## config.mk

```make
export PLATFORM = sky130hd
export DESIGN_NAME = bp_cfg_sequencer
export DESIGN_NICKNAME = d
export VERILOG_FILES = /design/src/rtl/bp_cfg_pkg.sv /design/src/rtl/bsg_counter_clear_up.sv /design/src/rtl/bp_cfg_sequencer.sv
export SDC_FILE = /design/constraint.sdc
export NUM_CORES = 1
export LEC_CHECK = 0
export ABC_AREA = 1
export BUFFER_PORTS_ARGS = -buffer_cell sky130_fd_sc_hd__buf_2
export CORE_MARGIN = 10
export CORE_UTILIZATION = 50
export DETAILED_ROUTE_END_ITERATION = 6
export PLACE_DENSITY = 0.79
export RECOVER_POWER = 25
export SLEW_MARGIN = 15
export SYNTH_ARGS = -nofsm -noshare
export SYNTH_HDL_FRONTEND = slang
export SYNTH_SLANG_ARGS = --single-unit
```

## constraint.sdc

```tcl
create_clock -name clk_i -period 1.65 [get_ports clk_i]
set_input_delay 0.165 -clock clk_i [delete_from_list [all_inputs] [get_ports clk_i]]
set_output_delay 0.165 -clock clk_i [all_outputs]
set_load 0.02 [all_outputs]
```

## src/rtl/bp_cfg_pkg.sv

```systemverilog
// Shared config-bus definitions: register map, CCE mode encoding and the
// write-beat layout used by the boot sequencer and its consumers.
package bp_cfg_pkg;

  localparam int cfg_core_width_gp = 8;
  localparam int cfg_addr_width_gp = 16;
  localparam int cfg_data_width_gp = 64;

  localparam logic [15:0] bp_cfg_reg_freeze_gp   = 16'h0001;
  localparam logic [15:0] bp_cfg_reg_npc_gp      = 16'h0002;
  localparam logic [15:0] bp_cfg_reg_cce_mode_gp = 16'h0003;

  typedef enum logic {
    e_cce_mode_uncached = 1'b0,
    e_cce_mode_normal   = 1'b1
  } bp_cce_mode_e;

  typedef struct packed {
    logic [cfg_core_width_gp-1:0] core;
    logic [cfg_addr_width_gp-1:0] addr;
    logic [cfg_data_width_gp-1:0] data;
  } bp_cfg_bus_s;

endpackage

```

## src/rtl/bsg_counter_clear_up.sv

```systemverilog
// Up counter with synchronous reset and clear; clear takes priority over up.
module bsg_counter_clear_up #(
  parameter int width_p    = 1,
  parameter int init_val_p = 0
) (
  input  logic               clk_i,
  input  logic               reset_i,
  input  logic               clear_i,
  input  logic               up_i,
  output logic [width_p-1:0] count_o
);

  logic [width_p-1:0] count_r;

  // Counter state: reset/clear return to the initial value, otherwise count up.
  always_ff @(posedge clk_i) begin
    if (reset_i) begin
      count_r <= width_p'(init_val_p);
    end else if (clear_i) begin
      count_r <= width_p'(init_val_p);
    end else if (up_i) begin
      count_r <= count_r + width_p'(1);
    end else begin
      count_r <= count_r;
    end
  end

  assign count_o = count_r;

endmodule

```

## src/rtl/bp_cfg_sequencer.sv

```systemverilog
// Boot-time config-bus master: freezes every core, writes boot PC and CCE
// mode per core, then unfreezes all cores once every core is configured.
module bp_cfg_sequencer
  import bp_cfg_pkg::*;
#(
  parameter int num_core_p       = 2,
  parameter int cfg_core_width_p = 8,
  parameter int cfg_addr_width_p = 16,
  parameter int cfg_data_width_p = 64,
  parameter int vaddr_width_p    = 39
) (
  input  logic                        clk_i,
  input  logic                        reset_n_i,
  input  logic                        start_i,
  input  logic [vaddr_width_p-1:0]    boot_pc_i,
  input  logic                        cce_mode_i,
  output logic                        cfg_v_o,
  input  logic                        cfg_ready_i,
  output logic [cfg_core_width_p-1:0] cfg_core_o,
  output logic [cfg_addr_width_p-1:0] cfg_addr_o,
  output logic [cfg_data_width_p-1:0] cfg_data_o,
  output logic                        busy_o,
  output logic                        done_o
);

  localparam int cnt_width_lp = (num_core_p > 1) ? $clog2(num_core_p) : 1;

  typedef enum logic [2:0] {
    e_idle     = 3'd0,
    e_freeze   = 3'd1,
    e_npc      = 3'd2,
    e_mode     = 3'd3,
    e_unfreeze = 3'd4,
    e_done     = 3'd5
  } state_e;

  state_e                      state_r;
  logic [vaddr_width_p-1:0]    boot_pc_r;
  bp_cce_mode_e                cce_mode_r;
  logic                        cfg_v_r;
  logic                        busy_r;
  logic                        done_r;
  logic [cfg_addr_width_p-1:0] cfg_addr_r;
  logic [cfg_data_width_p-1:0] cfg_data_r;
  logic [cnt_width_lp-1:0]     core_cnt_s;

  logic fire_s;
  logic last_core_s;
  logic start_accept_s;
  logic reset_s;
  logic cnt_clear_s;
  logic cnt_up_s;

  // Handshake, wrap detection and core-counter control.
  always_comb begin
    fire_s         = cfg_v_r & cfg_ready_i;
    last_core_s    = (core_cnt_s == cnt_width_lp'(num_core_p - 1));
    start_accept_s = start_i & ((state_r == e_idle) | (state_r == e_done));
    reset_s        = ~reset_n_i;
    cnt_clear_s    = 1'b0;
    cnt_up_s       = 1'b0;
    // The counter is also cleared after the final unfreeze so cfg_core_o idles at 0.
    if (fire_s & ((state_r == e_mode) | (state_r == e_unfreeze))) begin
      cnt_clear_s = last_core_s;
      cnt_up_s    = ~last_core_s;
    end else begin
      cnt_clear_s = start_accept_s;
    end
  end

  bsg_counter_clear_up #(
    .width_p    (cnt_width_lp),
    .init_val_p (0)
  ) core_counter (
    .clk_i   (clk_i),
    .reset_i (reset_s),
    .clear_i (cnt_clear_s),
    .up_i    (cnt_up_s),
    .count_o (core_cnt_s)
  );

  // Program FSM; the next write's address/data are registered on each transition.
  always_ff @(posedge clk_i) begin
    if (!reset_n_i) begin
      state_r    <= e_idle;
      boot_pc_r  <= '0;
      cce_mode_r <= e_cce_mode_uncached;
      cfg_v_r    <= 1'b0;
      busy_r     <= 1'b0;
      done_r     <= 1'b0;
      cfg_addr_r <= '0;
      cfg_data_r <= '0;
    end else begin
      case (state_r)
        e_idle, e_done: begin
          if (start_i) begin
            state_r    <= e_freeze;
            boot_pc_r  <= boot_pc_i;
            cce_mode_r <= bp_cce_mode_e'(cce_mode_i);
            cfg_v_r    <= 1'b1;
            busy_r     <= 1'b1;
            done_r     <= 1'b0;
            cfg_addr_r <= cfg_addr_width_p'(bp_cfg_reg_freeze_gp);
            cfg_data_r <= cfg_data_width_p'(1'b1);
          end
        end
        e_freeze: begin
          if (fire_s) begin
            state_r    <= e_npc;
            cfg_addr_r <= cfg_addr_width_p'(bp_cfg_reg_npc_gp);
            cfg_data_r <= cfg_data_width_p'(boot_pc_r);
          end
        end
        e_npc: begin
          if (fire_s) begin
            state_r    <= e_mode;
            cfg_addr_r <= cfg_addr_width_p'(bp_cfg_reg_cce_mode_gp);
            cfg_data_r <= cfg_data_width_p'(cce_mode_r);
          end
        end
        e_mode: begin
          if (fire_s) begin
            state_r    <= last_core_s ? e_unfreeze : e_freeze;
            cfg_addr_r <= cfg_addr_width_p'(bp_cfg_reg_freeze_gp);
            cfg_data_r <= last_core_s ? '0 : cfg_data_width_p'(1'b1);
          end
        end
        e_unfreeze: begin
          if (fire_s & last_core_s) begin
            state_r    <= e_done;
            cfg_v_r    <= 1'b0;
            busy_r     <= 1'b0;
            done_r     <= 1'b1;
            cfg_addr_r <= '0;
            cfg_data_r <= '0;
          end
        end
        default: begin
          state_r    <= e_idle;
          cfg_v_r    <= 1'b0;
          busy_r     <= 1'b0;
          done_r     <= 1'b0;
          cfg_addr_r <= '0;
          cfg_data_r <= '0;
        end
      endcase
    end
  end

  assign cfg_v_o    = cfg_v_r;
  assign cfg_core_o = cfg_core_width_p'(core_cnt_s);
  assign cfg_addr_o = cfg_addr_r;
  assign cfg_data_o = cfg_data_r;
  assign busy_o     = busy_r;
  assign done_o     = done_r;

endmodule

```

==> flow_summary.ini <==
[timing]
fmax_mhz = 671
hold_viol_final = 0
setup-tns-final_ps = 0
rsz0062_at_grt = no
setup_viol = 0
fin_crit_ps = 1490
slew_violations = 0
worst_slack_ps = 160
skew_ps = 7.33
fin_crit_sh = 0.903

[synth]
ys_warn_count = 0
synth_top_cell_by_area = dfxtp_1
syn-cell-area_um2 = 3860
ys_top_cells_by_area = dfxtp_1 (45%), nor2_1 (12%), buf_4 (9.7%), o21ai_0 (8.4%), a21oi_1 (6.2%)
yosysTopAreaCellShare = 0.451
syn_avg_cell_area_um2 = 7.65
synth-edff-count = 0
yosysUniqueCellTypes = 24
ys_ff_latch = 87
synth.most_common_cell = nor2_1
synthCells = 505
yosysSeqAreaShare = 0.451
netlist_top_cells_count = nor2_1 (120), dfxtp_1 (87), o21ai_0 (65)
ys_async_sr_fraction = 0
synthFlopType = dfxtp_1

[global_routing]
antenna_found_initial = 0
grt.busiest_layer = met2
use_met3 = 0.0533
grt_max_degree = 51
grt_util_met2 = 0.235
overflow = 0
grt_pass1_wl_mm = 14.1
grt_usage = 0.147
first_global_vias = 2984
grtUsageMet1 = 0.174

[clock_network]
cts_buffers = 9
clk_latency_ps = 350
cts-root-buf = clkbuf_8
hold_buffers = 0
h-tree-depth = 3
cts_buffer_depth = 2
clock-sinks = 87
clk_pin_slew_ps = 90
cts_tree = built

[job]
cap_violations = 0

[placed_design]
pre_cts_ws_ps = 14.1
place.gp.congestion = 0.850
numPortBuffers = 88
place_hpwl_mm = 6.64

[final_layout]
layout.nets = 625
final_util = 0.585
filler_cell_count = 694
antennaDiodeCount = 0
multi_input_area_um2 = 1560
layout-drive-gt1-share = 0.171
seq_area_um2 = 1740
area_growth_pct = 11.7

[worst_setup_path]
ff2ff_path_depth = 7
crit_path_end_kind = register
start_kind = register
path_class = register to register
crit_arrival_ps = 1750
critPathMaxFanout = 20
cp_data_required_time_ps = 1910

[run_status]
status = completed

[route]
wirelength_mm = 8.82
wire_per_inst_um = 12.9
via_per_inst = 4.69
vias = 3210
drcViolationCount = 0
drt-initial-drc-count = 102
ant_nets = 0
dr.pass1.iters = 5

[floorplanning]
die_area_um2 = 11600
rows = 31
fp.dieW_um = 108
core_area_um2 = 7370
initial_core_util = 0.524
io_pins = 135
die_h_um = 108

[hold_path]
hold_path.class = input pin to register
whs_path_depth = 3

[power]
ir_drop_uv = 813
leakagePower_uw = 0.00190
finalPower_uw = 7770
power_density_nw_per_um2 = 1800
==> layout by cell type, fill, tap and decap left out, types with 3 or more instances in the layout <==
| master | count |
|---|---|
| nand3_1 | 7 |
| inv_6 | 3 |
| buf_2 | 55 |
| nand2_1 | 19 |
| dfxtp_1 | 86 |
| nand2_2 | 4 |
| conb_1 | 46 |
| o21ai_0 | 65 |
| o21ai_1 | 15 |
| buf_4 | 5 |
| nand3_2 | 3 |
| buf_12 | 5 |
| clkbuf_1 | 33 |
| inv_1 | 45 |
| a21oi_1 | 48 |
| clkbuf_8 | 9 |
| nor2_1 | 120 |
==> kinds of logic (layout without fill, tap and decap cells) <==
| kind of cell | after synthesis | in the layout | share of synthesized area |
|---|---|---|---|
| AND/OR/NAND/NOR | 162 | 162 | 0.187 |
| AO/OA/AOI/OAI | 130 | 130 | 0.171 |
| buffers and inverters | 125 | 161 | 0.190 |
| flip-flops | 87 | 87 | 0.451 |
| other | 1 | 46 | 0.000971 |
==> worst paths after layout <==
kind,start,end,slack [ps]
hold / removal,boot_pc_i[4],boot_pc_r[4],80
hold reg to reg,boot_pc_r[4],boot_pc_r[4],450
setup reg to reg,state_r[0],cfg_data_o[24],160
setup / recovery,state_r[0],cfg_data_o[24],160
==> report_power, final <==
group          internal, uW  switching [uW]
clock                   562             793
sequential             2740             280
combinational          1080            2320
==> worst max-delay path: stages (launching register included) <==
cell and delay (ps):
dfxtp_1 370, nor2_1 220, nand3_2 180, nand2_2 160, nor2_8 60, buf_4 200
nor2_1 130, nor2_1 70
==> flip-flops by register name, indices dropped and copies added, names as in the netlist <==
name / cells
boot_pc_r: 39
busy_o: 1
cfg_data_o: 39
cfg_addr_o: 2
state_r: 3
cce_mode_r: 1
core_counter.count_o: 1
done_o: 1
==> timing repair <==
| action | 4_1_cts | 5_1_grt |
|---|---|---|
| buffers inserted | 0 | 0 |
| gates resized for setup | 0 | 1 |
| setup endpoints to repair | 0 | 70 |
==> layer usage <==
layer	share of wire	up-vias
li1	-	1652
met1	0.43	1429
met2	0.46	116
met3	0.095	13
met4	0.017	0
met5	0	-
==> stage by stage <==
step | instance area (um^2) | hold slack, ps | instances
after floorplan | 4030 | 339 | 550
after global placement | 4180 | 433 | 669
after detailed placement | 4180 | 440 | 669
after CTS | 4350 | 59.3 | 685
after global routing | 4310 | 73.9 | 685
final | 4310 | 76.8 | 685
==> area by class of cell <==
class | instances | area share
inverter | 47 | 0.0409
tap | 99 | 0.0287
clock buffer | 9 | 0.0287
timing repair buffer | 98 | 0.124
clock inverter | 7 | 0.0128
multi-input combinational | 338 | 0.360
sequential | 87 | 0.404
(Power assumes the default switching activity.)
